### src/rtl/bp_pkg.sv
// bp_pkg: shared types, counter encodings and saturating counter helpers for the branch predictor
package bp_pkg;
  localparam int BP_ADDR_W = 32;
  localparam int BP_TAG_W = 8;
  localparam logic [1:0] CNT_SNT = 2'b00;
  localparam logic [1:0] CNT_WNT = 2'b01;
  localparam logic [1:0] CNT_WT = 2'b10;
  localparam logic [1:0] CNT_ST = 2'b11;
  typedef enum logic {INIT, RUN} bp_state_t;
  typedef struct packed {
    logic valid;
    logic [BP_TAG_W-1:0] tag;
    logic [BP_ADDR_W-1:0] target;
    logic [1:0] cnt;
  } bp_entry_t;
  function automatic logic [1:0] sat_inc(input logic [1:0] c);
    return (c == CNT_ST) ? CNT_ST : c + 2'd1;
  endfunction
  function automatic logic [1:0] sat_dec(input logic [1:0] c);
    return (c == CNT_SNT) ? CNT_SNT : c - 2'd1;
  endfunction
endpackage

### src/rtl/bp_table.sv
// bp_table: BTB/BHT entry array; combinational lookup port, combinational peek of the update entry, one sync write port plus init sweep write
module bp_table
  import bp_pkg::*;
#(
  parameter int ADDR_W = 32,
  parameter int IDX_BITS = 4,
  parameter int TAG_W = 8
) (
  input  logic                CLK,
  input  logic [IDX_BITS-1:0] rd_idx,
  output logic                rd_valid,
  output logic [TAG_W-1:0]    rd_tag,
  output logic [ADDR_W-1:0]   rd_target,
  output logic [1:0]          rd_cnt,
  input  logic [IDX_BITS-1:0] wr_idx,
  output logic                cur_valid,
  output logic [TAG_W-1:0]    cur_tag,
  output logic [ADDR_W-1:0]   cur_target,
  output logic [1:0]          cur_cnt,
  input  logic                init_en,
  input  logic [IDX_BITS-1:0] init_idx,
  input  logic                wr_en,
  input  logic [TAG_W-1:0]    wr_tag,
  input  logic [ADDR_W-1:0]   wr_target,
  input  logic [1:0]          wr_cnt
);
  localparam int N = 1 << IDX_BITS;
  logic [N-1:0] valid_q, valid_d;
  logic [N-1:0][TAG_W-1:0] tag_q, tag_d;
  logic [N-1:0][ADDR_W-1:0] target_q, target_d;
  logic [N-1:0][1:0] cnt_q, cnt_d;
  assign rd_valid = valid_q[rd_idx];
  assign rd_tag = tag_q[rd_idx];
  assign rd_target = target_q[rd_idx];
  assign rd_cnt = cnt_q[rd_idx];
  assign cur_valid = valid_q[wr_idx];
  assign cur_tag = tag_q[wr_idx];
  assign cur_target = target_q[wr_idx];
  assign cur_cnt = cnt_q[wr_idx];
  always_comb begin
    valid_d = valid_q;
    tag_d = tag_q;
    target_d = target_q;
    cnt_d = cnt_q;
    if (init_en) begin
      valid_d[init_idx] = 1'b0;
      cnt_d[init_idx] = CNT_WNT;
    end else if (wr_en) begin
      valid_d[wr_idx] = 1'b1;
      tag_d[wr_idx] = wr_tag;
      target_d[wr_idx] = wr_target;
      cnt_d[wr_idx] = wr_cnt;
    end
  end
  always_ff @(posedge CLK) begin
    valid_q <= valid_d;
    tag_q <= tag_d;
    target_q <= target_d;
    cnt_q <= cnt_d;
  end
endmodule

### src/rtl/branch_predictor.sv
// branch_predictor: BTB + 2-bit BHT; IF lookup on pc_if -> pred_*, MEM training via upd_*, init sweep FSM drives ready
module branch_predictor
  import bp_pkg::*;
#(
  parameter int ADDR_W = 32,
  parameter int IDX_BITS = 4,
  parameter int TAG_W = 8,
  parameter logic [1:0] CNT_INIT = CNT_WT
) (
  input  logic              CLK,
  input  logic              RESET_N,
  input  logic              clear,
  input  logic [ADDR_W-1:0] pc_if,
  output logic              pred_hit,
  output logic              pred_taken,
  output logic [ADDR_W-1:0] pred_target,
  input  logic              upd_valid,
  input  logic [ADDR_W-1:0] upd_pc,
  input  logic              upd_taken,
  input  logic [ADDR_W-1:0] upd_target,
  output logic              ready
);
  bp_state_t state_q, state_d;
  logic [IDX_BITS-1:0] ptr_q, ptr_d;
  logic rd_valid, cur_valid, init_en, upd_en, upd_hit, wr_en;
  logic [TAG_W-1:0] rd_tag, cur_tag;
  logic [ADDR_W-1:0] rd_target, cur_target, wr_target;
  logic [1:0] rd_cnt, cur_cnt, wr_cnt;
  logic unused_pc_bits;
  assign unused_pc_bits = ^{pc_if, upd_pc};
  always_ff @(posedge CLK) begin
    if (!RESET_N) begin
      state_q <= INIT;
      ptr_q <= '0;
    end else begin
      state_q <= state_d;
      ptr_q <= ptr_d;
    end
  end
  always_comb begin
    state_d = clear ? INIT : (state_q == RUN || &ptr_q) ? RUN : INIT;
    ptr_d = (state_q == INIT && !clear) ? ptr_q + 1'b1 : '0;
  end
  always_comb begin
    ready = state_q == RUN;
    init_en = !ready;
    upd_en = ready && upd_valid && RESET_N;
    upd_hit = cur_valid && cur_tag == upd_pc[IDX_BITS+2 +: TAG_W];
    wr_en = upd_en && (upd_taken || upd_hit);
    wr_target = upd_taken ? upd_target : cur_target;
    wr_cnt = !upd_hit ? CNT_INIT : upd_taken ? sat_inc(cur_cnt) : sat_dec(cur_cnt);
    pred_hit = ready && rd_valid && rd_tag == pc_if[IDX_BITS+2 +: TAG_W];
    pred_taken = pred_hit && rd_cnt[1];
    pred_target = pred_hit ? rd_target : pc_if + ADDR_W'(4);
  end
  bp_table #(.ADDR_W(ADDR_W), .IDX_BITS(IDX_BITS), .TAG_W(TAG_W)) u_table (
    .CLK(CLK),
    .rd_idx(pc_if[IDX_BITS+1:2]),
    .rd_valid(rd_valid),
    .rd_tag(rd_tag),
    .rd_target(rd_target),
    .rd_cnt(rd_cnt),
    .wr_idx(upd_pc[IDX_BITS+1:2]),
    .cur_valid(cur_valid),
    .cur_tag(cur_tag),
    .cur_target(cur_target),
    .cur_cnt(cur_cnt),
    .init_en(init_en),
    .init_idx(ptr_q),
    .wr_en(wr_en),
    .wr_tag(upd_pc[IDX_BITS+2 +: TAG_W]),
    .wr_target(wr_target),
    .wr_cnt(wr_cnt)
  );
endmodule

### config.mk
export PLATFORM = sky130hd
export DESIGN_NAME = branch_predictor
export DESIGN_NICKNAME = d
export VERILOG_FILES = /design/src/rtl/bp_pkg.sv /design/src/rtl/bp_table.sv /design/src/rtl/branch_predictor.sv
export SDC_FILE = /design/constraint.sdc
export NUM_CORES = 1
export LEC_CHECK = 0
export BUFFER_PORTS_ARGS = -buffer_cell sky130_fd_sc_hd__buf_4
export CAP_MARGIN = 20
export CORE_AREA = 2 2 339 341
export CTS_BUF_LIST = sky130_fd_sc_hd__clkbuf_4 sky130_fd_sc_hd__clkbuf_8
export CTS_CLUSTER_SIZE = 25
export DETAILED_ROUTE_END_ITERATION = 7
export DIE_AREA = 0 0 341 343
export REMOVE_ABC_BUFFERS = 1
export SYNTH_ARGS = -nofsm -noshare
export SYNTH_HDL_FRONTEND = slang
export SYNTH_SLANG_ARGS = --single-unit
### constraint.sdc
create_clock -name CLK -period 15.7 [get_ports CLK]
set_input_delay 3.14 -clock CLK [delete_from_list [all_inputs] [get_ports CLK]]
set_output_delay 3.14 -clock CLK [all_outputs]
set_load 0.02 [all_outputs]
==> results.yml <==
setup_path:
  critPathLaunchType: "primary input"
  crit_type: "primary input to output pin"
  crit_path_max_fanout: 54
  r2r_setup_slack_ps: 11420
  endpoint_kind: "output pin"
  required_ps: 12560
  crit_arrival_ps: 7620
  reg2reg_from: "u_table.tag_q[72]$_DFFE_PP_"
  reg2reg_to: "u_table.target_q[252]$_DFFE_PP_"
  rr_worst_depth: 8
synthesis:
  synth.distinct_cells: 55
  netlist.top_cell.by_area: "edfxtp_1"
  yosys.area.top_type_share_pct: 61.03
  synthFlopType: "edfxtp_1"
  synth_edf_count: 688
  synth_area_leaders: "edfxtp_1 61%, mux4_2 26%, mux2_2 1.4%"
  yosys_warnings: 0
  avgSynthCellArea_um2: 19.58
  synthCells: 1729
  syn_area_um2: 33850
  ys_ff_latch: 693
  synth-async-reset-ratio_pct: 0
  ys_seq_area_share_pct: 61.33
cts:
  cts-root-buf: "clkbuf_8"
  cts_sinks: 693
  cts_resized: 0
  cts_setup_buffers: 0
  clkTransAtPathRegs_ps: 60
  clockBufferDepth: 3
  cts-hold-fix-buffers: 0
  cts_tree: "done"
  insertion_delay_ps: 730
  htreeDepth: 3
  numCtsBuffers: 106
power:
  powerDensity_nw_per_um2: 102.7
  leakage_nw: 11.87
  ir_drop_v: 0.00005742
place:
  place_area_um2: 36420
  post-dp-hpwl_mm: 51.72
  gp_congestion: 0.8638
  port_buffers: 115
  post-place-ws_ps: 4877
global_routing:
  track_usage_pct: 16.09
  grt_pass1_vias: 19920
  grt_pass1_wl_mm: 137.6
  antenna_found_initial: 6
  grt_max_degree: 85
  gr-total-overflow: 0
routing:
  wl_mm: 95.00
  drt_pass1_iterations: 5
  ant_nets: 0
  wire_per_inst_um: 27.54
  drt_iter0_drc: 1880
  viasPerCell: 5.464
  vias: 18850
  drc: 0
worst_hold_path:
  min-delay-path-class: "flip-flop to flip-flop"
  hp-start: "ptr_q[0]$_SDFF_PN0_"
  hold_depth: 1
  hold_end: "ptr_q[0]$_SDFF_PN0_"
cells_and_area:
  fin_area_um2: 38590
  fin_util_pct: 34.03
  syn2layout_area_growth_pct: 14.00
  nets: 1959
  drive_above_1_share_pct: 40.52
run_status:
  outcome: "finished clean"
timing:
  drv_slew: 0
  timing.fmax_ghz: 0.09290
  skew_ps: 36.52
  fin_crit_ps: 10760
  timing.final.ws_setup_ps: 4936
  max_slew_margin_pct: 22.72
  hold_violations: 0
  fin_setup_tns_ps: 0
  rsz0062_at_grt: "false"
  whs_ps: 487.3
  finalSetupViolCount: 0
  tightest_slew_ps: 1157
  fin_crit_sh_pct: 68.56
floorplan:
  num_rows: 124
  dieArea_um2: 117000
  initial_core_util_pct: 29.85
  die_h_um: 343
  io_pins: 136
  core_um2: 113400
  die_w_um: 341
job:
  drv_cap: 0
-- critical path, stage by stage --
cell      delay, ps
buf_6           500
buf_4           650
mux4_2          590
mux4_2          530
xnor2_1         220
nand2_1          80
nor3b_1         220
nand3b_1        410
buf_4           450
mux2_1          510
buf_4           210
-- synth_stat cells (6+ instances only) --
master    count
mux2i_1      42
nor2b_1      11
nand4_1      10
buf_4         7
buf_2        38
xor2_1       18
nor2_1       34
o31ai_1      13
edfxtp_1    688
nor3_1       20
a21oi_1      19
mux4_2      397
mux2_2       42
o21ai_0      14
a31oi_1       6
mux2_1       32
nand2_1      76
o22ai_1      36
nand3_1      27
buf_1        24
xnor2_1      31
clkbuf_1     69
-- cell type report --
| class | instances | area, um2 |
|---|---|---|
| antenna | 2 | 5.005 |
| clock buffer | 132 | 1654 |
| clock inverter | 58 | 484.2 |
| fill | 10550 | 74820 |
| inverter | 4 | 15.01 |
| multi-input combinational | 892 | 12560 |
| sequential | 693 | 20760 |
| tap | 1512 | 1892 |
| timing repair buffer | 156 | 1216 |
-- state kept, by name (all words and copies together), names as in the netlist --
name / flops
ptr_q: 4
ready: 1
u_table.cnt_q: 32
u_table.tag_q: 128
u_table.target_q: 512
u_table.valid_q: 16
-- cells in the final DEF, fill, tap and decap left out, types with 6 or more instances in the layout --
cell and instances:
a21oi_1 18, a31oi_1 6, buf_4 151, bufinv_16 8, clkbuf_4 26, clkbuf_8 107, clkinv_1 28, clkinv_2 14
edfxtp_1 688, mux2_1 32, mux2_2 42, mux2i_1 42, mux4_2 397, nand2_1 76, nand3_1 27, nand4_1 10
nor2_1 34, nor2b_1 11, nor3_1 7, nor3_2 13, o21ai_0 14, o22ai_1 36, o31ai_1 13, xnor2_1 31
xor2_1 18
-- where the power goes --
| group | internal, mW | switching [mW] |
|---|---|---|
| sequential | 2.06 | 0.00563 |
| clock | 0.825 | 0.713 |
| combinational | 0.159 | 0.197 |
-- cell families (layout without fill, tap and decap cells) --
logic type / Yosys count / after routing / synth area share [%]
XOR/XNOR: 49 / 49 / 1.268
AND/OR/NAND/NOR: 216 / 216 / 3.171
multiplexers: 513 / 513 / 30.12
adder cells (fa/ha/maj): 6 / 6 / 0.2144
AO/OA/AOI/OAI: 108 / 108 / 2.044
other: 0 / 2 / 0
buffers and inverters: 144 / 350 / 1.859
flip-flops: 693 / 693 / 61.33
-- worst max-delay path by stage --
stage / from / end / slack (ps) / cells past startpoint
after floorplan: upd_pc[3] / u_table.tag_q[56]$_DFFE_PP_ / 5910 / 7
after global routing: pc_if[2] / pred_target[6] / 4650 / 11
after global placement: pc_if[2] / pred_target[6] / 4900 / 11
final: pc_if[3] / pred_target[6] / 4940 / 11
after CTS: pc_if[2] / pred_target[6] / 4870 / 11
after detailed placement: pc_if[2] / pred_target[6] / 4880 / 11
-- metal layers --
metal	GRT usage, %	part of all wire, %
met4	5.415	2.6
met1	20.19	39
met3	2.793	6.4
met2	28.15	52
met5	0	0.045
-- through the flow --
| stage | cells | power [mW] |
|---|---|---|
| final | 3449 | 3.963 |
| after global routing | 3448 | 4.097 |
| after CTS | 3446 | 4.002 |
| after detailed placement | 3256 | 2.465 |
| after global placement | 3256 | 2.457 |
| after floorplan | 1589 | 2.297 |
Note: power is estimated with default switching activity, not from simulation.
